## config.mk

```make
export PLATFORM = sky130hd
export DESIGN_NAME = alu_muldiv_sequencer
export DESIGN_NICKNAME = d
export VERILOG_FILES = /design/src/rtl/alu_pkg.sv /design/src/rtl/alu_muldiv_sequencer.sv
export SDC_FILE = /design/constraint.sdc
export NUM_CORES = 1
export LEC_CHECK = 0
export CORE_MARGIN = 5
export CORE_UTILIZATION = 40
export DETAILED_ROUTE_END_ITERATION = 7
export RECOVER_POWER = 50
export SETUP_SLACK_MARGIN = 0.3
export SYNTH_ARGS = -nofsm -noshare
export SYNTH_HDL_FRONTEND = slang
export SYNTH_SLANG_ARGS = --single-unit
```

## constraint.sdc

```tcl
create_clock -name clk -period 6.7 [get_ports clk]
set_input_delay 1.34 -clock clk [delete_from_list [all_inputs] [get_ports clk]]
set_output_delay 1.34 -clock clk [all_outputs]
set_load 0.005 [all_outputs]
```

## src/rtl/alu_pkg.sv

```systemverilog
// Shared ALU function codes, MUL/DIV sequencer state encoding and datapath defaults.
package alu_pkg;

  localparam int unsigned WIDTH_DEFAULT = 32;

  localparam logic [3:0] ALUFN_ADD = 4'h0;
  localparam logic [3:0] ALUFN_SUB = 4'h1;
  localparam logic [3:0] ALUFN_MUL = 4'h2;
  localparam logic [3:0] ALUFN_DIV = 4'h3;

  typedef enum logic [2:0] {
    ST_IDLE = 3'd0,
    ST_NEGA = 3'd1,
    ST_NEGB = 3'd2,
    ST_ITER = 3'd3,
    ST_NEGQ = 3'd4,
    ST_DONE = 3'd5
  } md_state_e;

  typedef enum logic {
    OP_MUL = 1'b0,
    OP_DIV = 1'b1
  } md_op_e;

endpackage

```

## src/rtl/alu_muldiv_sequencer.sv

```systemverilog
// EX-stage MUL/DIV sequencer: stalls the pipe and reuses the shared ALU for
// shift-add multiply and signed restoring divide; other ops pass straight through.
module alu_muldiv_sequencer
  import alu_pkg::*;
#(
  parameter int unsigned WIDTH = WIDTH_DEFAULT
) (
  input  logic             clk,
  input  logic             rst_n,
  input  logic             flush,
  input  logic             ex_valid,
  input  logic [3:0]       ex_alufn,
  input  logic [WIDTH-1:0] ex_a,
  input  logic [WIDTH-1:0] ex_b,
  output logic [WIDTH-1:0] alu_a,
  output logic [WIDTH-1:0] alu_b,
  output logic [3:0]       alu_fn,
  input  logic [WIDTH-1:0] alu_y,
  output logic             stall,
  output logic [WIDTH-1:0] ex_y,
  output logic             res_valid
);

  localparam int unsigned CNT_W = $clog2(WIDTH) + 1;

  md_state_e        state_q, state_d;
  md_op_e           op_q, op_d;
  logic [WIDTH-1:0] acc_q, acc_d;
  logic [WIDTH-1:0] mcand_q, mcand_d;
  logic [WIDTH-1:0] mplier_q, mplier_d;
  logic [WIDTH-1:0] res_q, res_d;
  logic [CNT_W-1:0] cnt_q, cnt_d;
  logic             qneg_q, qneg_d;

  logic             md_req;
  logic [WIDTH-1:0] r_shift;
  logic             ge;

  assign md_req = ex_valid & ~flush &
                  ((ex_alufn == ALUFN_MUL) | (ex_alufn == ALUFN_DIV));

  // Divide step: acc is the partial remainder R, mplier the dividend/quotient Q,
  // mcand the divisor magnitude D.  R' cannot overflow since R < D <= 2^(W-1).
  assign r_shift = {acc_q[WIDTH-2:0], mplier_q[WIDTH-1]};
  assign ge      = (r_shift >= mcand_q);

  // Next-state, register updates and shared-ALU steering.
  always_comb begin
    state_d  = state_q;
    op_d     = op_q;
    acc_d    = acc_q;
    mcand_d  = mcand_q;
    mplier_d = mplier_q;
    res_d    = res_q;
    cnt_d    = cnt_q;
    qneg_d   = qneg_q;
    alu_a    = ex_a;
    alu_b    = ex_b;
    alu_fn   = ex_alufn;

    case (state_q)
      ST_IDLE: begin
        if (md_req) begin
          if (ex_alufn == ALUFN_MUL) begin
            acc_d    = '0;
            mcand_d  = ex_a;
            mplier_d = ex_b;
            cnt_d    = CNT_W'(WIDTH);
            op_d     = OP_MUL;
            state_d  = ST_ITER;
          end else if (ex_b == '0) begin
            res_d   = '1;
            op_d    = OP_DIV;
            state_d = ST_DONE;
          end else begin
            mplier_d = ex_a;
            mcand_d  = ex_b;
            qneg_d   = ex_a[WIDTH-1] ^ ex_b[WIDTH-1];
            acc_d    = '0;
            op_d     = OP_DIV;
            state_d  = ST_NEGA;
          end
        end
      end

      ST_NEGA: begin
        alu_a  = '0;
        alu_b  = mplier_q;
        alu_fn = ALUFN_SUB;
        if (mplier_q[WIDTH-1]) begin
          mplier_d = alu_y;
        end
        state_d = ST_NEGB;
      end

      ST_NEGB: begin
        alu_a  = '0;
        alu_b  = mcand_q;
        alu_fn = ALUFN_SUB;
        if (mcand_q[WIDTH-1]) begin
          mcand_d = alu_y;
        end
        cnt_d   = CNT_W'(WIDTH);
        state_d = ST_ITER;
      end

      ST_ITER: begin
        cnt_d = cnt_q - CNT_W'(1);
        if (op_q == OP_MUL) begin
          alu_a    = acc_q;
          alu_b    = mcand_q;
          alu_fn   = ALUFN_ADD;
          acc_d    = mplier_q[0] ? alu_y : acc_q;
          mcand_d  = mcand_q << 1;
          mplier_d = mplier_q >> 1;
          if (cnt_q == CNT_W'(1)) begin
            res_d   = mplier_q[0] ? alu_y : acc_q;
            state_d = ST_DONE;
          end
        end else begin
          alu_a    = r_shift;
          alu_b    = mcand_q;
          alu_fn   = ALUFN_SUB;
          acc_d    = ge ? alu_y : r_shift;
          mplier_d = {mplier_q[WIDTH-2:0], ge};
          if (cnt_q == CNT_W'(1)) begin
            state_d = ST_NEGQ;
          end
        end
      end

      ST_NEGQ: begin
        alu_a   = '0;
        alu_b   = mplier_q;
        alu_fn  = ALUFN_SUB;
        res_d   = qneg_q ? alu_y : mplier_q;
        state_d = ST_DONE;
      end

      ST_DONE: begin
        state_d = ST_IDLE;
      end

      default: begin
        state_d = ST_IDLE;
      end
    endcase

    if (flush) begin
      state_d = ST_IDLE;
    end
  end

  // State and datapath registers.
  always_ff @(posedge clk or negedge rst_n) begin
    if (!rst_n) begin
      state_q  <= ST_IDLE;
      op_q     <= OP_MUL;
      acc_q    <= '0;
      mcand_q  <= '0;
      mplier_q <= '0;
      res_q    <= '0;
      cnt_q    <= '0;
      qneg_q   <= 1'b0;
    end else begin
      state_q  <= state_d;
      op_q     <= op_d;
      acc_q    <= acc_d;
      mcand_q  <= mcand_d;
      mplier_q <= mplier_d;
      res_q    <= res_d;
      cnt_q    <= cnt_d;
      qneg_q   <= qneg_d;
    end
  end

  // Flush kills both the stall and any pending result in the same cycle.
  assign stall     = ~flush & (((state_q == ST_IDLE) & md_req) |
                               ((state_q != ST_IDLE) & (state_q != ST_DONE)));
  assign res_valid = ~flush & (state_q == ST_DONE);
  assign ex_y      = res_valid ? res_q : alu_y;

endmodule

```

==> reports/qor.csv <==
stage,metric,value,unit
yosys,Mapped Nets,1478,
min_path,type of the most critical hold path,reg2reg,
final_layout,fin nets,1610,
worst_setup_path,crit end category,primary output,
floorplanning,die area,0.0323,mm²
yosys,asr flop ratio synth,1.00,
detailed_routing,vias per std cell,6.10,
final_layout,layout cell share with drive strength beyond 1,0.139,
clocking,CTS tree,built,
timing,setup slack after layout,1.21,ns
yosys,Syn Area/Cell,8.59,µm²
placement,IO buf count,205,
clocking,clk sinks,139,
final_layout,antenna fix cells,0,
pwr,Sw Share,0.368,
worst_setup_path,Critical-path top delay cell,dfrtp_1,
timing,Slew headroom,-0.814,
detailed_routing,final wirelength,42000,µm
yosys,Synth Warn #,0,
placement,pre-CTS setup slack,1.81,ns
run_status,failing checks,"capacitance limit, slew limit",
yosys,number of synthesized register bits,139,
yosys,Post-Synthesis Cells,1340,
clocking,Post-CTS Hold Buffers,0,
timing,Final setup viols,0,
detailed_routing,DRC errors left,0,
floorplanning,Die Width,180,µm
global_route,gr ovfl total,0,
worst_setup_path,Worst EP required,5.36,ns
worst_setup_path,crit path max fanout,59,
pwr,sequential power share,0.376,
pwr,Internal,2.24,mW
detailed_routing,WL/cell,22.5,µm
timing,final hold vios,0,
run_status,status,finished with violations,
detailed_routing,drt first pass iters,7,
clocking,# Post-CTS Setup Buffers,0,
yosys,Post-synth top flop,dfrtp_1,
pwr,Clk network pwr share,0.283,
timing,period utilisation layout,0.819,
detailed_routing,DRT iter0 DRCs,1126,
yosys,Post-synth EDFFs,0,
worst_setup_path,crit-path max cell delay,0.77,ns
worst_setup_path,Crit Path Class,reg2out,
yosys,sequential area share after synthesis,0.302,
clocking,post-CTS sizing,0,
pwr,Leak,6.13,nW
timing,minimum clock period,5.49,ns
worst_setup_path,crit path launch type,flip-flop,
worst_setup_path,worst path cell trace,"nor2b_4, buf_4, nand2_1, buf_12, o21ai_0, clkdlybuf4s50_1",
final_layout,"leading cell type in the layout, fill and taps excluded",clkdlybuf4s50_1,
pwr,maximum VDD drop,0.150,mV
clocking,Worst-Skew Late Latency,0.42,ns
floorplanning,Die Y,180,µm
timing,skew final,0.0118,ns
worst_setup_path,WP data arrival,4.15,ns
clocking,H-tree levels,4,
yosys,Post-Syn Area,0.0115,mm²
placement,dpl hpwl,27300,µm
timing,fin. max-slew vios,135,
timing,Max Fclk,182,MHz
timing,RSZ-0062 raised after global routing,false,
pwr,Switching Power,1.31,mW
timing,Slew @ Worst Pin,2.72,ns
run,max cap viols,2,
detailed_routing,Vias,11400,
detailed_routing,post-route ant nets,0,
clocking,"Reg clk slew, reported paths",0.06,ns
global_route,first-pass GRT wire length,66500,µm
pwr,Comb pwr share,0.341,
yosys,Yosys cell types,56,
clocking,CTS Buf Count,17,
pwr,PD cells,246,mW/mm²
clocking,clock buffer depth,2,
floorplanning,Initial Util,0.403,
floorplanning,FP Rows,62,
global_route,Global Route Usage Sum,0.252,
global_route,initial antenna violation count,0,
global_route,vias in the first global route,11400,
floorplanning,I/O pin count,206,
global_route,largest net degree at the start of global routing,98,
final_layout,"commonest non-fill, non-tap cells in the layout","202 x clkdlybuf4s50_1, 178 x a21oi_1, 169 x nand2_1, 146 x mux2i_1",
timing,setup TNS,0,ns
floorplanning,Core ar.,0.0285,mm²
placement,Final GP Congestion,0.825,
clocking,CTS Root Cell,clkbuf_16,
final_layout,"Area growth, synth to finish",25.3,%
==> kinds of logic (layout without fill, tap and decap cells) <==
group | after synthesis | in the layout | synth area share
AOI/OAI and AO/OA | 435 | 435 | 0.235
and+or+nand+nor | 294 | 294 | 0.109
muxes | 283 | 283 | 0.261
buffers and inverters | 154 | 299 | 0.0549
DFF | 139 | 139 | 0.302
adders and majority gates | 34 | 34 | 0.0370
xor gates and xnor gates | 1 | 1 | 0.000761
==> state kept, by name, indices dropped and copies added, names as in the netlist <==
| signal | flops |
|---|---|
| res_q | 32 |
| qneg_q | 1 |
| acc_q | 32 |
| mplier_q | 32 |
| op_q | 1 |
| cnt_q | 6 |
| state_q | 3 |
| mcand_q | 32 |
==> area by class of cell <==
class,instances,area [µm²]
clock buffer,20,447
timing repair buffer,231,2260
clock inverter,12,164
inverter,36,135
fill,2754,14100
multi-input combinational,1047,7460
tap,384,480
sequential,139,3480
==> synthesized netlist by cell type, types with 2 or more instances <==
master    instances  area, µm²
a21oi_1         179        896
nand2_1         169        634
mux2i_1         146       1460
dfrtp_1         139       3480
mux2_2          136       1530
o21ai_0          91        455
clkbuf_1         75        282
nor2_1           65        244
a22oi_1          50        375
inv_1            35        131
ha_1             34        425
a221oi_1         32        280
a222oi_1         29        290
buf_2            23        115
a31oi_1          21        131
buf_1            12       45.0
nand3_1           9       45.0
nor4_1            9       56.3
o21ai_1           7       35.0
buf_4             6       45.0
nand2b_1          6       37.5
a211oi_1          5       37.5
and2_1            5       31.3
and4_1            5       43.8
nor3_1            5       25.0
nand4_1           4       25.0
or3_1             4       25.0
a21o_1            3       22.5
and3_1            3       18.8
clkbuf_2          2       10.0
nor2b_1           2       12.5
nor3b_1           2       15.0
o22a_1            2       17.5
o311a_1           2       20.0
o31ai_1           2       15.0
==> through the flow <==
| step | instances | hold WS, ns | instance area (µm²) | total power, mW | util |
|---|---|---|---|---|---|
| 2_1_floorplan | 1340 | 0.462 | 11500 | 2.05 | - |
| 3_3_place_gp | 1837 | 0.484 | 13800 | 2.52 | 0.485 |
| 3_5_place_dp | 1837 | 0.491 | 13800 | 2.54 | 0.485 |
| 4_1_cts | 1869 | 0.505 | 14500 | 3.56 | 0.506 |
| 5_1_grt | 1869 | 0.510 | 14400 | 3.75 | 0.505 |
| 6_report | 1869 | 0.502 | 14400 | 3.55 | 0.505 |
==> worst max-delay path, delay by kind of cell, from the launching register on <==
| family | cells | cell delay, ns |
|---|---|---|
| buf+inv | 3 | 1.40 |
| simple gates | 2 | 1.30 |
| flops | 1 | 0.77 |
| compound gates | 1 | 0.21 |
==> worst paths after layout <==
| kind | start | endpoint | slack (ns) | depth (start not counted) |
|---|---|---|---|---|
| hold reg to reg | res_q[12] | res_q[12] | 0.50 | 1 |
| max in group asynchronous | rst_n | op_q | 3.09 | 1 |
| setup / recovery | state_q[1] | alu_a[3] | 1.21 | 6 |
| hold / removal | res_q[12] | res_q[12] | 0.50 | 1 |
| setup reg to reg | state_q[1] | acc_q[7] | 2.10 | 8 |
| min in group asynchronous | rst_n | cnt_q[4] | 1.70 | 1 |
==> routing by layer <==
| layer | GRT usage | routed length (µm) |
|---|---|---|
| met1 | 0.346 | 18700 |
| met5 | 0 | 0 |
| met2 | 0.407 | 19500 |
| met4 | 0.0808 | 1150 |
| met3 | 0.0418 | 2640 |
==> power by group through the flow <==
stage | Clock, mW | Combinational, mW | Sequential [mW]
after floorplan | 0 | 0.856 | 1.19
after global placement | 0 | 1.18 | 1.34
after detailed placement | 0 | 1.20 | 1.34
after CTS | 1.02 | 1.21 | 1.33
after global routing | 1.05 | 1.33 | 1.36
final | 1.00 | 1.21 | 1.34
Power figures use the tool's default switching activity.
